**src/rtl/dmem_arb_pkg.sv**
```systemverilog
// rtl/dmem_arb_pkg.sv - shared types and strobe encodings for the dmem port arbiter
package dmem_arb_pkg;

    typedef enum logic [1:0] {
        IDLE = 2'd0,
        OWN0 = 2'd1,
        OWN1 = 2'd2
    } arb_state_t;

    localparam logic [2:0] WE_READ = 3'b000;
    localparam logic [2:0] WE_BYTE = 3'b001;
    localparam logic [2:0] WE_HALF = 3'b010;
    localparam logic [2:0] WE_WORD = 3'b100;

endpackage

```
**src/rtl/dmem_arbiter.sv**
```systemverilog
// rtl/dmem_arbiter.sv - round-robin, burst-bounded arbiter sharing the dmem data port
module dmem_arbiter
    import dmem_arb_pkg::*;
#(
    parameter int DATA_WIDTH = 32,
    parameter int MAX_BURST  = 8
) (
    input  logic                  clk,
    input  logic                  rst,
    input  logic                  m0_req,
    input  logic [DATA_WIDTH-1:0] m0_addr,
    input  logic [DATA_WIDTH-1:0] m0_wdata,
    input  logic [2:0]            m0_we,
    output logic                  m0_gnt,
    output logic [DATA_WIDTH-1:0] m0_rdata,
    output logic                  m0_rvalid,
    input  logic                  m1_req,
    input  logic [DATA_WIDTH-1:0] m1_addr,
    input  logic [DATA_WIDTH-1:0] m1_wdata,
    input  logic [2:0]            m1_we,
    output logic                  m1_gnt,
    output logic [DATA_WIDTH-1:0] m1_rdata,
    output logic                  m1_rvalid,
    output logic [DATA_WIDTH-1:0] mem_addr,
    output logic [DATA_WIDTH-1:0] mem_din,
    input  logic [DATA_WIDTH-1:0] mem_dout,
    output logic                  mem_we0,
    output logic                  mem_we1,
    output logic                  mem_we2
);

    localparam int CW = $clog2(MAX_BURST + 1);
    localparam logic [CW-1:0] CNT_MAX = CW'(MAX_BURST);

    arb_state_t    state, state_nxt;
    logic          last, last_nxt;
    logic [CW-1:0] burst_cnt, cnt_inc, cnt_nxt;
    logic          xfer;
    logic [2:0]    we_sel;
    logic          rv0, rv1;

    assign m0_gnt = m0_req && (state == OWN0);
    assign m1_gnt = m1_req && (state == OWN1);
    assign xfer   = m0_gnt || m1_gnt;

    // Count including this cycle's transfer, so the MAX_BURST-th transfer hands over on the next edge
    assign cnt_inc = (xfer && (burst_cnt != CNT_MAX)) ? burst_cnt + 1'b1 : burst_cnt;

    always_comb begin
        state_nxt = state;
        last_nxt  = last;
        unique case (state)
            IDLE: begin
                if (m0_req && m1_req) state_nxt = last ? OWN0 : OWN1;
                else if (m0_req)      state_nxt = OWN0;
                else if (m1_req)      state_nxt = OWN1;
            end
            OWN0: begin
                if (m0_req) begin
                    if (m1_req && (cnt_inc == CNT_MAX)) state_nxt = OWN1;
                end else begin
                    state_nxt = m1_req ? OWN1 : IDLE;
                end
            end
            OWN1: begin
                if (m1_req) begin
                    if (m0_req && (cnt_inc == CNT_MAX)) state_nxt = OWN0;
                end else begin
                    state_nxt = m0_req ? OWN0 : IDLE;
                end
            end
            default: state_nxt = IDLE;
        endcase
        if (state_nxt != state) begin
            if (state_nxt == OWN0) last_nxt = 1'b0;
            if (state_nxt == OWN1) last_nxt = 1'b1;
        end
        cnt_nxt = (state_nxt != state) ? '0 : cnt_inc;
    end

    always_ff @(posedge clk or posedge rst) begin
        if (rst) begin
            state     <= IDLE;
            last      <= 1'b1;
            burst_cnt <= '0;
        end else begin
            state     <= state_nxt;
            last      <= last_nxt;
            burst_cnt <= cnt_nxt;
        end
    end

    // Owner's payload is steered to the port even when it is not requesting; strobes only on a transfer
    always_comb begin
        mem_addr = '0;
        mem_din  = '0;
        we_sel   = WE_READ;
        unique case (state)
            OWN0: begin
                mem_addr = m0_addr;
                mem_din  = m0_wdata;
                if (m0_gnt) we_sel = m0_we;
            end
            OWN1: begin
                mem_addr = m1_addr;
                mem_din  = m1_wdata;
                if (m1_gnt) we_sel = m1_we;
            end
            default: ;
        endcase
    end

    assign {mem_we2, mem_we1, mem_we0} = we_sel;

    always_ff @(posedge clk or posedge rst) begin
        if (rst) begin
            rv0 <= 1'b0;
            rv1 <= 1'b0;
        end else begin
            rv0 <= m0_gnt && (m0_we == WE_READ);
            rv1 <= m1_gnt && (m1_we == WE_READ);
        end
    end

    assign m0_rvalid = rv0;
    assign m1_rvalid = rv1;
    assign m0_rdata  = rv0 ? mem_dout : '0;
    assign m1_rdata  = rv1 ? mem_dout : '0;

endmodule

```
**config.mk**
```make
export PLATFORM = sky130hd
export DESIGN_NAME = dmem_arbiter
export DESIGN_NICKNAME = d
export VERILOG_FILES = /design/src/rtl/dmem_arb_pkg.sv /design/src/rtl/dmem_arbiter.sv
export SDC_FILE = /design/constraint.sdc
export NUM_CORES = 1
export LEC_CHECK = 0
export CAP_MARGIN = 20
export CORE_AREA = 5 5 136 86
export CTS_CLUSTER_DIAMETER = 80
export DETAILED_ROUTE_END_ITERATION = 10
export DIE_AREA = 0 0 141 91
export PLACE_DENSITY = 0.77
export SLEW_MARGIN = 20
export SYNTH_ARGS = -nofsm -noshare
export SYNTH_HDL_FRONTEND = slang
export SYNTH_SLANG_ARGS = --single-unit
export TNS_END_PERCENT = 1
```
**constraint.sdc**
```tcl
create_clock -name clk -period 3.1 [get_ports clk]
set_clock_uncertainty 0.1 [all_clocks]
set_input_delay 0.465 -clock clk [delete_from_list [all_inputs] [get_ports clk]]
set_output_delay 0.465 -clock clk [all_outputs]
set_load 0.02 [all_outputs]
```
Word-level counts from Yosys, hierarchy flattened
Cells that the tools add are included.

word-level totals
  register bits after elaboration = 9
  output and inout bits = 135
  logic and storage cells = 49

operators by class
  add/subtract/negate cells = 1
  equal/unequal tests = 7
  muxes and demuxes = 22
  reduce and logical (&&, ||, !) cells = 14

operators by type and width
  cell                   number
  $pmux W32 S2           2
  $mux W32               2
  $mux W2                9
  $logic_and A1 B1 Y1    8
  $mux W4                2
  $logic_not A3 Y1       2
  $mux W3                2
  $pmux W2 S3            1
  $pmux W3 S2            1
  $add A4 B1 Y4 const B  1
  $eq A2 B1 Y1 const B   2
  $eq A2 B2 Y1 const B   2
  $eq A4 B4 Y1 const B   1
  $ne A4 B4 Y1 const B   1
  $mux W1                3
  $logic_not A2 Y1       1
  $ne A2 B2 Y1           1
  $reduce_and A2 Y1      1
  $reduce_bool A2 Y1     1
  $logic_or A1 B1 Y1     1

Logic depth before layout (Yosys ltp)
  depth after elaboration = 13
  mapped depth = 13
  depth with buffers taken out = 11

Least setup slack after synthesis
Ideal clock, no wire load.

  path type = register to register
  start point = register state[0]
  end point = register last
  setup time = 0.085 ns
  data arrival time = 2.927 ns
  data required time = 2.915 ns
  slack = -0.012 ns
  stages on the path, launching flop included = 13
  buffers on the path = 2
  period minus slack after synthesis = 3.112 ns
  path through = dfrtp_1 -> clkbuf_1 -> inv_1 -> ha_1 -> buf_2 -> a22o_4 -> a311o_1 -> a22o_1 -> a221oi_1 -> ha_1 -> inv_1 -> o41ai_1 -> mux2_1

on the way
  longest elaborated chain between the ends = 13
  elaborated cells between the ends (all ways) = 25
  those cells by class = eq/ne: 6; mux: 10; reduce/logical: 9

ends and longest elaborated chain
  element                                        line                                                        RTL
  start: declaration                             dmem_arbiter.sv:35                                          arb_state_t state, state_nxt;
  start signal: assignment                       dmem_arbiter.sv:87                                          state <= state_nxt;
  $eq A2 B1 Y1 or $eq A2 B2 Y1 (tied branches)   dmem_arbiter.sv:42, dmem_arbiter.sv:52, dmem_arbiter.sv:43
  $logic_and A1 B1 Y1, on equally long branches  dmem_arbiter.sv:42, dmem_arbiter.sv:43
  $logic_or A1 B1 Y1                             dmem_arbiter.sv:44                                          assign xfer = m0_gnt || m1_gnt;
  $logic_and A1 B1 Y1                            dmem_arbiter.sv:47                                          assign cnt_inc = (xfer && (burst_cnt != CNT_MAX)) ? burst_cnt + 1'b1 : burst_cnt;
  $mux W4                                        dmem_arbiter.sv:47
  $eq A4 B4 Y1                                   dmem_arbiter.sv:60, dmem_arbiter.sv:67
  $logic_and A1 B1 Y1, on equally long branches  dmem_arbiter.sv:67, dmem_arbiter.sv:60
  $mux W2, on equally long branches              dmem_arbiter.sv:67, dmem_arbiter.sv:60
  $mux W2, on equally long branches              dmem_arbiter.sv:66, dmem_arbiter.sv:59
  $pmux W2 S3 *                                  dmem_arbiter.sv:52                                          unique case (state)
  net state_nxt[1]                               dmem_arbiter.sv:35
  $eq A2 B1 Y1 or $eq A2 B2 Y1 (tied branches)   dmem_arbiter.sv:75, dmem_arbiter.sv:76
  $reduce_bool A2 Y1 (no source line)            n/a
  $reduce_and A2 Y1 (no source line)             n/a
  end signal: assignment                         dmem_arbiter.sv:88                                          last <= last_nxt;
  end: declaration                               dmem_arbiter.sv:36                                          logic last, last_nxt;

Mark *: on every way through the listed nets, which the timed path passes. The rest lies on a longest branch.
A chain may end at the register's enable or synchronous reset.

Worst setup path after layout
Same ends and word-level chain as after synthesis.

==> flow_results.org <==
** GRT
- Overall routing resource usage :: 18.7%
- Maximum number of pins on one net before global-route repair :: 73
- Via count of the first global-routing pass :: approximately 3400
- Global routing finished with a remaining overflow of 0.
- First-pass GRT wire length :: just under 20000 um
- Antenna violations before repair :: 0

** STA
- Once routing completed, OpenROAD measured the worst setup slack at approximately 0.16 ns.
- The hold violation total from the final report is 0.
- Final period utilization :: between 90% and 100%
- Setup repair after global routing missed its margin :: no
- Setup-violating endpoint count in the final report :: 0
- For this run, the top clock speed supported by timing is 340 MHz.
- Worst-margin pin slew :: around 0.80 ns
- The count of final max-slew check failures came to 0.
- Smallest hold slack :: 0.434 ns
- Final Critical Period :: 2.94 ns
- Final-layout setup total negative slack :: 0 ns
- In this run the tightest slew margin relative to its limit is between 40 and 50%.

** Yosys
- Synthesized Nets :: about 510
- Cells after Synth :: between 300 and 400
- In the synthesized netlist the dominant register cell turns out to be sky130_fd_sc_hd__dfrtp_1.
- Mapped cell area :: between 2000 and 2500 um^2
- Of all flip-flops after synthesis, the portion carrying an async set or reset was 100%.
- Each instance of the synthesized netlist takes up on average 7.02 um^2.
- Post-synth cell types :: 47
- The Yosys step of the flow raised 0 warnings.
- Number of flops mapped to enable cells by yosys :: 0
- After synthesis the netlist holds a flip-flop and latch count of 9.
- The share of the Yosys chip area taken by registers is under 10%.

** Route
- Drt first pass iters :: 4
- The final layout contains routed wiring with a total length of between 10000 and 15000 um.
- The first routing iteration left 350 violations.
- After detailed routing, the number of vias per cell comes to ~4.7.
- In the routed design, unresolved DRC markers number 0.
- Remaining number of nets flagged by the antenna check after routing :: 0
- Total via count in the routed design :: 3520
- Average detailed-routed wire length per instance :: 18.1 um

** Run
- The tool flagged a number of max-cap violations equal to 0.

** Clock network
- Post-CTS repair changed the size of 0 cells.
- Total number of H-tree levels :: 1
- The tree is rooted in a sky130_fd_sc_hd__clkbuf_16.
- Clock-pin slew was measured on the worst setup and hold paths at ~0.050 ns.
- TritonCTS built the clock tree.
- Postcts setup bufs :: 0
- Hold bufs inserted after CTS :: 0
- Clock Latency Late Sink :: about 0.24 ns
- Clock Sinks :: 9
- Clock tree synthesis inserted a total of 3 buffers.
- Number of buffers on the longest clock path :: 2

** Worst setup path
- The worst setup path is launched from a register.
- R2r setup slk :: 0.16 ns
- The worst register-to-register path ends at last$_DFFE_PP1P_.
- Reg-to-reg startpoint :: state[0]$_DFF_PP0_
- Highest fanout seen on the critical path :: 5
- Data on the critical path arrives at its endpoint at 3.00 ns.
- At the worst endpoint, the required time is 3.17 ns.
- The setup path with the least slack is of type reg2reg.
- Crit end category :: register
- The number of cells on the worst reg-to-reg path is 10.

** Placement
- I/O Buffers :: about 300
- Total placed instance area :: about 5500 um^2
- DPL Wire Length :: ~11000 um
- Prior to clock tree synthesis, the placed netlist has a worst setup slack of 0.0159 ns.
- At the end of routability-driven placement, the weighted congestion stood at 0.865.
- Placed cell count :: roughly 750

** Hold path
- Min-Delay Path Class :: in2async

** Finish
- The top cell types in the final layout, fill and taps aside, are 301 x sky130_fd_sc_hd__clkdlybuf4s50_1, 68 x sky130_fd_sc_hd__nor2b_1, 67 x sky130_fd_sc_hd__a22oi_1, 65 x sky130_fd_sc_hd__and2_1, 11 x sky130_fd_sc_hd__nand2_1.
- Proportion of layout cells with a drive suffix above 1 :: under 10%
- The library cell used most frequently in the layout, excluding fill and tap cells, is sky130_fd_sc_hd__clkdlybuf4s50_1.
- The finished cells cover between 5000 and 6000 um^2.
- Antenna cell count :: 0
- Nets@finish :: between 700 and 800
- Filler-free cell count of the finished design :: about 750
- The area growth from synthesis to layout is 144%.
- Fill cells in the final layout number ~900.

** Die
- Chip Width :: roughly 140 um
- Pin placement for this block handled 305 I/O pins.
- The die covers between 10000 and 15000 um^2.
- For this configuration, the core starts out at a cell density of around 22%.
- Core Rows :: 29
- Die Y :: 91 um
- In this run the standard cell core region covers 10300 um^2.

** Power and ir drop
- Power spread over the standard cell area amounts to ~570 nW/um^2.
- The worst-case IR drop observed on VDD is 0.308 mV.
- The analysis attributes to cell leakage a power of between 2 and 2.5 nW.

** Run status
- The run finished with clean final reports.
## sequential cells by signal, summed over array words and instances (netlist names)
name	cells
burst_cnt	4
m1_rvalid	1
m0_rvalid	1
state	2
last	1
## kinds of logic after synthesis
logic type      count (synthesis)  share of synthesized area [%]
simple gates                  169                           45.7
compound gates                 98                           32.2
buf+inv                        42                           7.28
flops                           9                           9.84
fa+ha+maj                       7                           3.80
xor+xnor                        2                          0.761
mux                             1                          0.489
## synth_stat cells (all sizes together), types with 3 or more instances
| library cell | count | area share, % |
|---|---|---|
| a21oi | 3 | 0.65 |
| a22oi | 67 | 22 |
| and2 | 65 | 18 |
| and3b | 3 | 1.1 |
| buf | 9 | 1.9 |
| clkbuf | 24 | 3.9 |
| dfrtp | 8 | 8.7 |
| ha | 7 | 3.8 |
| inv | 9 | 1.5 |
| nand2 | 11 | 1.8 |
| nand4b | 3 | 1.1 |
| nor2 | 4 | 0.65 |
| nor2b | 68 | 18 |
| o21a | 3 | 0.98 |
| o21ai | 5 | 1.1 |
## worst max-delay path: stages (launching register included)
cell and delay (ns):
sky130_fd_sc_hd__dfrtp_1 0.42, sky130_fd_sc_hd__inv_1 0.11, sky130_fd_sc_hd__ha_2 0.25, sky130_fd_sc_hd__a22o_4 0.25
sky130_fd_sc_hd__a311o_1 0.36, sky130_fd_sc_hd__a22o_1 0.26, sky130_fd_sc_hd__a221oi_1 0.39, sky130_fd_sc_hd__ha_1 0.30
sky130_fd_sc_hd__inv_1 0.05, sky130_fd_sc_hd__o41ai_1 0.06, sky130_fd_sc_hd__mux2_1 0.32
## where the power goes
group	internal [mW]	leakage, nW	switching, mW
logic	1.37	1.88	1.40
registers	0.148	0.120	0.0421
clock network	0.171	0.0409	0.0652
total	1.69	2.04	1.51
## through the flow
stage          utilization (%)  total power [mW]
2_1_floorplan                -              1.76
3_3_place_gp              53.4              2.87
3_5_place_dp              53.4              2.91
4_1_cts                   54.2              3.16
5_1_grt                   54.5              3.39
6_report                  54.5              3.20
## how the worst max path moves through the flow
stage                            start          endpoint  slack (ns)  cells past startpoint
finish              state[0]$_DFF_PP0_  last$_DFFE_PP1P_        0.16                     10
global route        state[0]$_DFF_PP0_  last$_DFFE_PP1P_        0.03                     10
CTS                 state[0]$_DFF_PP0_           mem_we1        0.03                      8
detailed placement              m0_req  last$_DFFE_PP1P_        0.02                      9
global placement                m0_req  last$_DFFE_PP1P_        0.05                      9
floorplan           state[0]$_DFF_PP0_  last$_DFFE_PP1P_        0.10                     12
## area by class of cell
| type | instances | area, um^2 | share of cell area [%] |
|---|---|---|---|
| clock inverter | 1 | 5.00 | 0.0891 |
| tap | 139 | 174 | 3.10 |
| clock buffer | 3 | 75.1 | 1.34 |
| sequential | 9 | 226 | 4.03 |
| timing repair buffer | 316 | 3190 | 56.8 |
| multi-input combinational | 277 | 1910 | 34.1 |
| inverter | 9 | 33.8 | 0.601 |
## metal layers
metal  GRT usage (%)  share of wire, %
met3            2.41               6.0
met1            24.1                43
met5               0                 0
met4            1.94              0.67
met2            34.5                50
No activity file was read; power rests on OpenSTA's default activity.
